[config.mk]
export PLATFORM = sky130hd
export DESIGN_NAME = forward_hazard_unit
export DESIGN_NICKNAME = d
export VERILOG_FILES = /design/src/rtl/forward_hazard_unit.sv
export SDC_FILE = /design/constraint.sdc
export NUM_CORES = 1
export LEC_CHECK = 0
export CORE_MARGIN = 4
export CORE_UTILIZATION = 25
export CTS_CLUSTER_DIAMETER = 60
export DETAILED_ROUTE_END_ITERATION = 8
export PLACE_DENSITY = 0.68
export SETUP_SLACK_MARGIN = 0.05
export SYNTH_ARGS = -nofsm -noshare
export SYNTH_HDL_FRONTEND = slang
export SYNTH_SLANG_ARGS = --single-unit
[constraint.sdc]
create_clock -name clk -period 2.6 [get_ports clk]
set_input_delay 0.26 -clock clk [delete_from_list [all_inputs] [get_ports clk]]
set_output_delay 0.26 -clock clk [all_outputs]
set_load 0.01 [all_outputs]
[src/rtl/forward_hazard_unit.sv]
// Execute-stage operand forwarding and load-use hazard detection over DEPTH in-flight result slots.
// Outputs are combinational (0 cycles); stall holds EX/earlier while the slot shifter keeps advancing every cycle.
module forward_hazard_unit #(
  parameter int  DATA_WIDTH  = 32,
  parameter int  ADDR_WIDTH  = 5,
  parameter int  NUM_SRC     = 2,
  parameter int  DEPTH       = 2,
  parameter int  LAT_WIDTH   = 2,
  parameter int  FLUSH_SLOTS = 0,
  localparam int SEL_W       = $clog2(DEPTH + 1)
) (
  input  logic                           clk,
  input  logic                           rst_n,
  input  logic                           issue_valid,
  input  logic                           issue_we,
  input  logic [ADDR_WIDTH-1:0]          issue_rd,
  input  logic [LAT_WIDTH-1:0]           issue_lat,
  input  logic [NUM_SRC*ADDR_WIDTH-1:0]  src_rs,
  input  logic [NUM_SRC-1:0]             src_used,
  input  logic [NUM_SRC*DATA_WIDTH-1:0]  rf_data,
  input  logic [DEPTH*DATA_WIDTH-1:0]    stage_data,
  input  logic                           flush,
  output logic [NUM_SRC*DATA_WIDTH-1:0]  operand,
  output logic [NUM_SRC*SEL_W-1:0]       fwd_sel,
  output logic                           stall,
  output logic [15:0]                    stall_count
);

  typedef struct packed {
    logic                  valid;
    logic                  we;
    logic [ADDR_WIDTH-1:0] rd;
    logic [LAT_WIDTH-1:0]  cnt;
  } slot_t;

  slot_t              slot_q [DEPTH];
  slot_t              slot_d [DEPTH];
  logic [DEPTH-1:0]   hit    [NUM_SRC];
  logic [NUM_SRC-1:0] busy;

  // x0 is hardwired zero, so it never forwards and never stalls.
  always_comb begin
    for (int j = 0; j < NUM_SRC; j++) begin
      for (int i = 0; i < DEPTH; i++) begin
        hit[j][i] = src_used[j] && slot_q[i].valid && slot_q[i].we &&
                    (slot_q[i].rd == src_rs[j*ADDR_WIDTH +: ADDR_WIDTH]) &&
                    (src_rs[j*ADDR_WIDTH +: ADDR_WIDTH] != '0);
      end
    end
  end

  // Scan oldest to youngest so the youngest match overrides; its readiness alone decides stall.
  always_comb begin
    operand = rf_data;
    fwd_sel = '0;
    busy    = '0;
    for (int j = 0; j < NUM_SRC; j++) begin
      for (int i = DEPTH - 1; i >= 0; i--) begin
        if (hit[j][i]) begin
          fwd_sel[j*SEL_W +: SEL_W]          = SEL_W'(i + 1);
          operand[j*DATA_WIDTH +: DATA_WIDTH] = stage_data[i*DATA_WIDTH +: DATA_WIDTH];
          busy[j]                             = (slot_q[i].cnt != '0);
        end
      end
    end
  end

  assign stall = |busy;

  always_comb begin
    for (int i = 1; i < DEPTH; i++) begin
      slot_d[i]     = slot_q[i-1];
      slot_d[i].cnt = (slot_q[i-1].cnt != '0) ? slot_q[i-1].cnt - LAT_WIDTH'(1) : '0;
      if (flush && (i < FLUSH_SLOTS)) begin
        slot_d[i].valid = 1'b0;
      end
    end
    slot_d[0] = '0;
    if (!flush && !stall && issue_valid) begin
      slot_d[0] = '{valid: 1'b1, we: issue_we, rd: issue_rd, cnt: issue_lat};
    end
  end

  always_ff @(posedge clk or negedge rst_n) begin
    if (!rst_n) begin
      for (int i = 0; i < DEPTH; i++) begin
        slot_q[i] <= '0;
      end
      stall_count <= '0;
    end else begin
      for (int i = 0; i < DEPTH; i++) begin
        slot_q[i] <= slot_d[i];
      end
      if (stall && !flush && (stall_count != 16'hFFFF)) begin
        stall_count <= stall_count + 16'd1;
      end
    end
  end

endmodule

# Word-level counts from Yosys, hierarchy flattened

Cells that the tools add are included.

Flip-flop bits (word level): 34
Input port bits: 152
Word-level logic and storage cells: 57

Add/sub/neg operators: 2
Eq/ne operators: 5
Mux-type cells: 14
Reductions and logical operators: 27

Operator list:

| kind                                                                | number |
|---|---|
| 32-bit two-way mux                                                  | 4 |
| 5-bit == test                                                       | 4 |
| 1-bit logical AND                                                   | 20 |
| 16-bit by 1-bit adder with 16-bit output (second input constant)    | 1 |
| 16-bit != test (second input constant)                              | 1 |
| 2-bit two-way mux                                                   | 5 |
| 5-bit nonzero test                                                  | 2 |
| 9-bit two-way mux                                                   | 1 |
| 1-bit two-way mux                                                   | 4 |
| 2-bit nonzero test                                                  | 2 |
| 1-bit logical NOT                                                   | 2 |
| 2-bit OR reduction                                                  | 1 |
| 2-bit by 1-bit subtractor with 2-bit output (second input constant) | 1 |

# Logic depth before layout (Yosys ltp)

Gate-level depths: netlist (run 1).

Depth in word-level cells: 11
Gate-level depth with buffers: 9

# Worst setup path after synthesis (run 1)

Ideal clock, no wire load.

Kind: flip-flop to output port
Start point: register slot_q, in the netlist slot_d[4]
End point: output port operand[22]
Data arrival time: 2.090 ns
Data required time: 2.340 ns
Slack: 0.250 ns
Cell stages (with the launch flop): 9
Path buffers: 2
Cells stage by stage: dfrtp_1 xnor2_1 nand4_1 or4_1 inv_2 clkbuf_1 clkbuf_1 nand2_1 o21ai_0

Longest elaborated chain between the ends: 4

RTL lines:

| what                              | line | RTL |
|---|---|---|
| from (decl)                       | 36   | `slot_t slot_q [DEPTH];` |
| from (signal, indexed assignment) | 92   | `slot_q[i] <= slot_d[i];` |
| 5-bit == test                     | 46   | `(slot_q[i].rd == src_rs[j*ADDR_WIDTH +: ADDR_WIDTH]) &&` |
| 1-bit logical AND                 | 45   | `hit[j][i] = src_used[j] && slot_q[i].valid && slot_q[i].we &&` |
| 1-bit logical AND                 | 46   |  |
| 32-bit two-way mux                | 59   | `if (hit[j][i]) begin` |
| to (decl)                         | 23   | `output logic [NUM_SRC*DATA_WIDTH-1:0] operand,` |

Every way passes these cells.

==> impl_metrics.py, run 1 <==
metrics = {
    "logic_synthesis": {
        "synth_nets": 506,
        "yosysTopAreaCellShare": 0.290,
        "synth_area_leaders": "dfrtp_1 (29%), mux2i_1 (22%), o21ai_0 (11%)",
        "syn_avg_cell_area_sq_um": 8.30,
        "ys_types": 35,
        "synth_cells": 353,
        "synth_top_area_cell": "dfrtp_1",
        "seq_area_frac_synth": 0.290,
        "synth_seq_cells": 34,
        "ys_warn_count": 0,
        "synthesis.area_sq_mm": 0.00293,
    },
    "final_layout": {
        "nets": 794,
        "syn2layout_area_growth_pct": 118,
        "finalInstanceArea_sq_mm": 0.00640,
        "antenna_cells": 0,
        "drive_above_1_share": 0.269,
    },
    "global_route": {
        "grt_max_degree": 38,
        "grt_use_met3": 0.0518,
        "grt_pass1_wl_um": 20800,
        "grt-busiest-layer": "met2",
        "grt_use_met1": 0.228,
        "grt_pass1_vias": 4034,
        "grtUsageMet2": 0.353,
        "grt_overflow": 0,
        "antenna_found_initial": 0,
        "track_usage": 0.195,
    },
    "hold_path": {
        "timing.hold.worst.class": "flop to flop",
        "worstHoldEndpoint": "slot_q[8]",
        "holdCritStartpoint": "slot_d[8]",
        "hold_path_depth": 0,
    },
    "timing": {
        "tightest_slew_ns": 0.443,
        "grt_setup_unrepaired": "yes",
        "setup_slack_ns": 0.0253,
        "max_freq_mhz": 388,
        "hold_violations": 0,
        "fin_worst_skew_ns": 0.00744,
        "maxSlewHeadroom": 0.704,
        "period_share": 0.990,
        "period_minus_slack_ns": 2.57,
        "drv_slew": 0,
        "setup_viol": 0,
        "whs_ns": 0.372,
    },
    "setup_path": {
        "crit_type": "input port to flop",
        "cp_slowest_cell": "or4_4",
        "path_delay_family": "buffers and inverters",
        "cp_slowest_stage_delay_ns": 0.54,
        "r2r_slack_ns": 0.03,
        "critPathMaxFanout": 5,
        "reg2reg_to": "stall_count[8]",
        "cp_data_arrival_time_ns": 2.79,
        "reg2reg_depth": 13,
        "r2r-start": "slot_q[3]",
        "crit_buf_inv": 7,
        "cp-end-kind": "flop",
        "start_kind": "input port",
        "cpMostUsedCell": "buf_6",
        "path_cells": "dlygate4sd2_1 -> or4_4 -> o21ai_4 -> buf_4 -> nor4_4 -> buf_6 -> buf_12 -> a2bb2oi_4 -> buf_6 -> o21ai_4 -> buf_6 -> nor3b_4 -> buf_6 -> and2_4",
        "worstPathRequired_ns": 2.81,
    },
    "clocking": {
        "clock_latency_ns": 0.28,
        "cts_num_sinks": 34,
        "cts_tree": "done",
        "clkTransAtPathRegs_ns": 0.06,
        "clock_path_buffers": 2,
        "cts_root_buffer": "clkbuf_16",
        "cts_made_buffers": 5,
        "htree_num_levels": 2,
        "cts_hold_buf": 0,
    },
    "flow_run": {
        "maxCapViolCount": 0,
    },
    "drt": {
        "dr.pass1.iters": 4,
        "drtIter0Drc": 131,
        "wl_um": 14300,
        "drc_errors": 0,
        "post_drt_wl_per_cell_um": 18.2,
        "vias": 3826,
        "ant_nets": 0,
        "viasPerCell": 4.87,
    },
    "outcome": {
        "status": "completed",
    },
    "power_and_ir_drop": {
        "finalPower_w": 0.00172,
        "leakage_nw": 2.56,
        "powerDensity_mw_per_mm2": 270,
        "max-vdd-ir-drop_uv": 333,
    },
    "place": {
        "dp.final_hpwl_um": 10200,
        "pre_cts_ws_ns": -0.544,
        "dpl_cell_area_sq_mm": 0.00573,
        "finalWeightedCongestion": 0.877,
        "io_buffers": 236,
    },
    "floorplanning": {
        "start_util": 0.255,
        "die-height_um": 116,
        "rows": 39,
        "core_sq_mm": 0.0115,
        "io_pins": 237,
        "die_area_sq_mm": 0.0135,
        "fp.dieW_um": 116,
    },
}
-- metal layers --
layer,vias up,part of all wire,wire [um]
li1,1835,-,-
met1,1809,0.40,5750
met2,166,0.51,7260
met3,16,0.078,1110
met4,0,0.010,144
met5,-,0,0
-- timing repair --
item / 4_1_cts / 5_1_grt
hold endpoints to repair: 0 / 0
resized for setup: 291 / 85
gates cloned: 8 / 2
setup buffers: 20 / 12
setup endpoints to repair: 88 / 89
pin swaps: 15 / 33
-- cells in the mapped netlist --
cell and count:
a2bb2oi_2 1, a31oi_1 1, and2_1 11, and3_1 6, and4_1 1, buf_1 3, buf_2 4, clkbuf_1 14
dfrtp_1 34, ha_1 1, inv_2 1, mux2_1 2, mux2i_1 64, nand2_1 74, nand2b_1 1, nand3_1 3
nand4_1 11, nor2_1 2, nor2b_1 1, nor3_1 1, nor3b_2 1, nor4_2 2, nor4bb_1 1, o2111ai_1 1
o211a_1 1, o21ai_0 64, o21ai_1 3, o21bai_1 1, o221ai_2 1, o22ai_1 2, o31ai_4 1, or2_2 1
or4_1 4, xnor2_1 29, xor2_1 5
-- cell type report --
| class | count | area [sq um] |
|---|---|---|
| well taps | 143 | 179 |
| repair buffers | 302 | 2990 |
| clock inverters | 2 | 37.5 |
| flip-flops and latches | 34 | 851 |
| inverters | 1 | 11.3 |
| clock buffers | 6 | 129 |
| fillers | 1040 | 5070 |
| multi-input cells | 297 | 2210 |
-- stage by stage --
stage,utilization,TNS [ns],cells
global route,0.558,-1.95,785
finish,0.558,0,785
global placement,0.500,-27.96,738
CTS,0.539,-0.115,774
floorplan,-,0,353
detailed placement,0.500,-31.16,738
-- registers in the layout (all words and copies together), names as in the netlist --
signal	flops
stall_count	16
slot_q	11
slot_d	7
-- cells in the final DEF (no fill, tap or decap), types with 2 or more instances in the layout --
master / count
xor2_1: 5
o21ai_1: 36
o21ai_4: 3
clkbuf_16: 7
or4_4: 4
nand4_1: 11
xnor2_2: 2
dfrtp_1: 34
nand2_4: 3
and3_1: 6
o22ai_2: 2
and2_4: 8
buf_2: 40
buf_4: 31
buf_12: 12
buf_16: 5
o21ai_0: 28
mux2i_2: 4
buf_6: 18
nand2_1: 71
clkdlybuf4s15_2: 14
and2_1: 3
nor4_4: 2
clkbuf_2: 5
nor2_1: 2
dlygate4sd2_1: 11
mux2i_1: 60
clkdlybuf4s50_1: 157
xnor2_1: 26
nand3_2: 2
clkdlybuf4s15_1: 5
-- kinds of logic after synthesis --
logic type | Yosys count | share of synthesized area
adders and majority gates | 1 | 0.00427
DFF | 34 | 0.290
buffers and inverters | 22 | 0.0299
and+or+nand+nor | 120 | 0.200
xor gates and xnor gates | 34 | 0.102
AOI/OAI and AO/OA | 76 | 0.147
muxes | 66 | 0.226
-- worst reg2reg max path, cell delays in order, from the launching register on --
cell       delay [ns]
dfrtp_1          0.41
buf_6            0.14
xnor2_4          0.13
nand4_1          0.15
nor4_4           0.32
buf_6            0.20
buf_12           0.13
a2bb2oi_4        0.07
buf_12           0.12
o31ai_4          0.28
buf_6            0.15
buf_16           0.12
nand3_2          0.08
xnor2_1          0.14
-- where the power goes --
part | total (W) | switching, W | internal, W | leakage [nW]
sequential | 0.000551 | 0.0000107 | 0.000541 | 0.465
clock | 0.000670 | 0.000218 | 0.000452 | 0.0771
combinational | 0.000503 | 0.000183 | 0.000320 | 2.02
total | 0.00172 | 0.000412 | 0.00131 | 2.56
-- worst max-delay path by stage --
stage	start	endpoint	slack [ns]	cells past startpoint
2_1_floorplan	slot_d[4]	operand[22]	0.25	8
3_5_place_dp	src_rs[6]	operand[32]	-0.54	8
5_1_grt	slot_q[3]	operand[58]	-0.09	8
3_3_place_gp	src_rs[6]	operand[32]	-0.51	8
6_report	src_rs[1]	slot_q[9]	0.03	14
4_1_cts	slot_d[5]	operand[4]	-0.03	7
(Power assumes the default switching activity.)
==> inputs of run 2 (changes only) <==
CORE_MARGIN = not set   (was 4)
==> impl_metrics.py, run 2 (synthesis results as in run 1) <==
metrics = {
    "hold_path": {
        "timing.hold.worst.class": "flop to flop",
        "hold_path_depth": 0,
    },
    "final_layout": {
        "drive_above_1_share": 0.255,
        "regMostFlops": "stall_count",
        "nets": 793,
        "largest_reg_flops": 16,
        "layout_commonest_cell": "clkdlybuf4s50_1",
        "fill_cells": 1015,
        "antenna_cells": 0,
        "final_cell_mix": "clkdlybuf4s50_1 (157), nand2_1 (71), mux2i_1 (62)",
        "final_util": 0.538,
        "syn2layout_area_growth_pct": 110,
    },
    "setup_path": {
        "cp_data_arrival_time_ns": 2.37,
        "start_kind": "flop",
        "cp-end-kind": "output port",
        "worstPathRequired_ns": 2.34,
        "reg2reg_depth": 9,
        "critPathMaxFanout": 6,
        "path_cells": "xnor2_1 -> nand4_1 -> nor4_4 -> buf_4 -> buf_16 -> buf_8 -> buf_6 -> mux2i_1 -> o21ai_1 -> buf_2",
        "cp_slowest_cell": "dfrtp_1",
        "crit_type": "flop to output port",
        "path_delay_family": "buffers and inverters",
        "crit_buf_inv": 5,
        "worst-path-stages": 10,
        "cp_slowest_stage_delay_ns": 0.42,
    },
    "timing": {
        "whs_ns": 0.373,
        "setup_slack_ns": -0.0258,
        "tightest_slew_ns": 0.418,
        "period_share": 1.01,
        "hold_violations": 0,
        "max_freq_mhz": 381,
        "maxSlewHeadroom": 0.722,
        "grt_setup_unrepaired": "yes",
        "setup_viol": 2,
        "drv_slew": 0,
        "fin_worst_skew_ns": 0.00449,
        "period_minus_slack_ns": 2.63,
    },
    "clocking": {
        "clock_path_buffers": 2,
        "cts_hold_buf": 0,
        "cts_made_buffers": 5,
        "clock_latency_ns": 0.27,
        "htree_num_levels": 2,
        "cts_tree": "done",
        "cts_num_sinks": 34,
        "cts_root_buffer": "clkbuf_16",
        "clkTransAtPathRegs_ns": 0.05,
    },
    "floorplanning": {
        "start_util": 0.257,
        "io_pins": 237,
        "die-height_um": 110,
        "core_sq_mm": 0.0114,
        "rows": 39,
        "die_area_sq_mm": 0.0122,
        "fp.dieW_um": 110,
    },
    "global_route": {
        "grt_use_met1": 0.224,
        "grt_overflow": 0,
        "grt_pass1_wl_um": 18800,
        "antenna_found_initial": 0,
        "grtUsageMet2": 0.388,
        "track_usage": 0.202,
        "grt_pass1_vias": 3656,
        "grt_max_degree": 35,
        "grt-busiest-layer": "met2",
        "grt_use_met3": 0.0370,
    },
    "drt": {
        "dr.pass1.iters": 4,
        "drtIter0Drc": 213,
        "wl_um": 13600,
        "viasPerCell": 4.87,
        "ant_nets": 0,
        "post_drt_wl_per_cell_um": 17.4,
        "vias": 3815,
        "drc_errors": 0,
    },
    "outcome": {
        "violations": "negative setup slack",
        "status": "finished, violations left",
    },
    "place": {
        "dp.final_hpwl_um": 9550,
        "io_buffers": 236,
        "finalWeightedCongestion": 0.894,
    },
    "power_and_ir_drop": {
        "max-vdd-ir-drop_uv": 429,
        "powerDensity_mw_per_mm2": 257,
        "finalPower_w": 0.00158,
        "leakage_nw": 2.43,
    },
    "flow_run": {
        "maxCapViolCount": 0,
    },
}
run 2: cell count changes in the layout (fill, tap and decap cells not counted), moves of 3 or more:
cell	change
buf_2	+14
buf_4	+6
nand2_2	+3
o21ai_1	-5
o21ai_0	+5
nand2_4	-3
buf_8	+4
clkbuf_2	+6
buf_6	-13
and2_4	-8
clkdlybuf4s15_2	-13
and2_1	+8
run 2: path summary, 6_finish.rpt:
kind | startpoint | endpoint | slack, ns
worst min-delay path | slot_d[8] | slot_q[8] | 0.37
min in group asynchronous | rst_n | stall_count[0] | 0.38
worst max register to register | slot_q[6] | stall_count[1] | 0.11
max in group asynchronous | rst_n | stall_count[3] | 1.91
worst min register to register | slot_d[8] | slot_q[8] | 0.37
worst max-delay path | slot_q[3] | operand[25] | -0.03
run 2: area by class of cell:
type / count / area [sq um] / area share
Timing Repair Buffer: 301 / 2830 / 0.461
Clock inverter: 2 / 10.0 / 0.00163
Sequential cell: 34 / 851 / 0.138
Multi-Input combinational cell: 297 / 2130 / 0.347
Tap cell: 143 / 179 / 0.0291
Clock buffer: 5 / 125 / 0.0204
Inverter: 1 / 16.3 / 0.00265
run 2: layer usage:
| layer | wire (um) | part of all wire |
|---|---|---|
| met5 | 0 | 0 |
| met1 | 5240 | 0.39 |
| met2 | 7050 | 0.52 |
| met3 | 1000 | 0.074 |
| met4 | 300 | 0.022 |
run 2: worst reg2reg max path, cell delays in order (launching register included):
cell and delay [ns]:
dfrtp_1 0.39, buf_4 0.15, xnor2_2 0.15, nand4_1 0.11, or4_4 0.53, a2bb2oi_4 0.19
buf_4 0.15, o31ai_4 0.21, buf_12 0.16, mux2_1 0.32
run 2: report_power, final:
| part | internal [W] | switching, W |
|---|---|---|
| registers | 0.000541 | 0.0000102 |
| clock network | 0.000344 | 0.000193 |
| logic | 0.000311 | 0.000179 |
run 2: timing repair:
action / in CTS / in global routing
pin swaps: 10 / 20
gates cloned: 6 / 3
endpoints found under the setup margin: 81 / 71
endpoints found under the hold margin: 0 / 0
setup buffers: 10 / 16
resized for setup: 247 / 125
run 2: per-stage QoR:
| step | area, sq um | instances | setup TNS [ns] | setup slack [ns] |
|---|---|---|---|---|
| 3_5_place_dp | 5790 | 745 | -29.96 | -0.472 |
| 6_report | 6150 | 783 | -0.0516 | -0.0258 |
| 4_1_cts | 6030 | 767 | -0.0122 | -0.0122 |
| 2_1_floorplan | 2930 | 353 | 0 | 0.250 |
| 5_1_grt | 6150 | 783 | -1.20 | -0.141 |
| 3_3_place_gp | 5790 | 745 | -24.23 | -0.372 |
==> inputs of run 3 (changes only) <==
ABC_AREA = 1   (was not set)
PLACE_DENSITY = 0.65   (was 0.68)
==> impl_metrics.py, run 3 <==
metrics = {
    "outcome": {
        "status": "completed",
    },
    "setup_path": {
        "cp-end-kind": "output port",
        "r2r_slack_ns": 0.39,
        "worstPathRequired_ns": 2.34,
        "critPathCapture": "fwd_sel[3]",
        "reg2reg_to": "stall_count[5]",
        "critPathMaxFanout": 11,
        "crit_start": "src_rs[5]",
        "start_kind": "input port",
        "reg2reg_depth": 15,
        "crit_type": "input port to output port",
        "cp_data_arrival_time_ns": 2.18,
        "r2r-start": "slot_q[2]",
    },
    "drt": {
        "vias": 4715,
        "route.met3.wl_um": 1030,
        "ant_nets": 0,
        "met1Wirelength_um": 6330,
        "top_layer_used": "met4",
        "post_drt_wl_per_cell_um": 15.4,
        "wl_um": 15500,
        "viasPerCell": 4.71,
        "drtIter0Drc": 446,
        "dr.pass1.iters": 5,
        "drc_errors": 0,
        "dr_wl_met2_um": 7780,
    },
    "clocking": {
        "clock_path_buffers": 2,
        "cts_root_buffer": "clkbuf_16",
        "clock_latency_ns": 0.27,
        "clkTransAtPathRegs_ns": 0.06,
        "cts_made_buffers": 5,
        "cts_tree": "done",
        "cts_hold_buf": 0,
        "htree_num_levels": 2,
        "postCtsSetupBuffers": 0,
        "cts_num_sinks": 34,
    },
    "logic_synthesis": {
        "syn_avg_cell_area_sq_um": 5.80,
        "seq_area_frac_synth": 0.256,
        "synthesis.area_sq_mm": 0.00332,
        "ys_types": 29,
        "synth_top_area_cell": "dfrtp_1",
        "synth_seq_cells": 34,
        "synth-async-reset-ratio": 1.00,
        "synth_nets": 726,
        "synth_cells": 573,
        "ys_warn_count": 0,
        "yosysMostFrequentCell": "nand2_1",
        "synth_commonest_cells": "nand2_1 (160), nor2_1 (125), a21oi_1 (67)",
        "synth_edf_count": 0,
        "ys.flop_type": "dfrtp_1",
        "yosysTopAreaCellShare": 0.256,
        "synth_area_leaders": "dfrtp_1 (26%), nand2_1 (18%), nor2_1 (14%)",
    },
    "power_and_ir_drop": {
        "finalPower_w": 0.00183,
        "powerDensity_mw_per_mm2": 292,
        "leakage_nw": 2.96,
        "max-vdd-ir-drop_uv": 264,
    },
    "final_layout": {
        "syn2layout_area_growth_pct": 88.9,
        "layout_commonest_cell": "clkdlybuf4s50_1",
        "drive_above_1_share": 0.0897,
        "largest_reg_flops": 16,
        "nets": 977,
        "final_cell_mix": "clkdlybuf4s50_1 (166), nand2_1 (160), nor2_1 (125)",
        "regMostFlops": "stall_count",
    },
    "global_route": {
        "grt_overflow": 0,
        "grt_pass1_wl_um": 23700,
        "track_usage": 0.215,
        "grt_max_degree": 53,
        "antenna_found_initial": 4,
        "grt_pass1_vias": 4284,
    },
    "place": {
        "finalWeightedCongestion": 0.973,
        "io_buffers": 236,
        "dp.final_hpwl_um": 12200,
    },
    "floorplanning": {
        "fp.dieW_um": 117,
        "io_pins": 237,
        "rows": 41,
        "die_area_sq_mm": 0.0138,
        "start_util": 0.260,
        "core_sq_mm": 0.0128,
        "die-height_um": 117,
    },
    "timing": {
        "maxSlewHeadroom": 0.670,
        "period_minus_slack_ns": 2.44,
        "hold_violations": 0,
        "setup_viol": 0,
        "fin_worst_skew_ns": 0.00570,
        "whs_ns": 0.371,
        "fin_tns_setup_ns": 0,
        "tightest_slew_ns": 0.494,
        "max_freq_mhz": 409,
        "grt_setup_unrepaired": "yes",
        "period_share": 0.940,
        "drv_slew": 0,
    },
    "hold_path": {
        "timing.hold.worst.class": "flop to flop",
    },
    "flow_run": {
        "maxCapViolCount": 0,
    },
}
## run 3: changes by cell type after synthesis, sizes merged, moves of 54 or more
cell   change
inv       +54
nand2     +89
o21ai     -64
nor2     +126
a21oi     +67
mux2i     -64
## run 3: logic make-up after synthesis
logic type | count (synthesis) | share of synthesized area
AO/OA/AOI/OAI | 101 | 0.177
adder cells (fa/ha/maj) | 1 | 0.00376
buffers and inverters | 86 | 0.107
XOR/XNOR | 15 | 0.0395
AND/OR/NAND/NOR | 336 | 0.418
flip-flops | 34 | 0.256
## run 3: where the power goes
part / internal (W) / switching, W / leakage (nW)
Sequential: 0.000540 / 0.00000953 / 0.465
Clock: 0.000550 / 0.000219 / 0.0940
Combinational: 0.000315 / 0.000197 / 2.40
## run 3: through the flow
step                instance area (sq um)  utilization  instances  worst slack, ns
floorplan                            3320            -        573            0.864
global placement                     6110        0.478        988           -0.202
detailed placement                   6110        0.478        988           -0.201
CTS                                  6230        0.488        996           0.0312
global route                         6280        0.492       1001           0.0351
finish                               6280        0.492       1001            0.156
## run 3: area by class of cell
cell class / instances / area [sq um]
Fill cell: 1285 / 6490
Timing Repair Buffer: 274 / 2670
Multi-Input combinational cell: 453 / 2130
Sequential cell: 34 / 851
Tap cell: 172 / 215
Inverter: 56 / 210
Clock buffer: 5 / 125
Clock inverter: 3 / 68.8
Antenna cell: 4 / 10.0
## run 3: metal layers
metal | vias to the layer above | global-route usage
met3 | 22 | 0.0350
met2 | 208 | 0.375
li1 | 2355 | -
met5 | - | 0
met4 | 0 | 0.0657
met1 | 2130 | 0.268
## run 3: what timing repair did
action / CTS / global route
setup endpoints to repair: 65 / 15
gates resized for setup: 70 / 21
pin swaps: 0 / 0
cloned: 0 / 1
## run 3: worst max-delay path, cell delays in order
cell and delay [ns]:
clkdlybuf4s50_1 0.53, buf_4 0.14, xnor2_1 0.10, nand2_1 0.07
nor2_1 0.08, nand2_1 0.08, inv_2 0.15, buf_4 0.21
nor2_1 0.06, clkdlybuf4s50_1 0.49
## run 3: how the worst min path moves through the flow
| stage | cells after the start | from | end | slack, ns |
|---|---|---|---|---|
| after floorplan | 0 | rst_n | slot_d[2] | -0.04 |
| after global placement | 0 | slot_d[7] | slot_q[7] | 0.36 |
| after detailed placement | 0 | slot_d[8] | slot_q[8] | 0.36 |
| after CTS | 0 | slot_d[8] | slot_q[8] | 0.37 |
| after global routing | 0 | slot_d[7] | slot_q[7] | 0.38 |
| final | 0 | slot_d[7] | slot_q[7] | 0.37 |
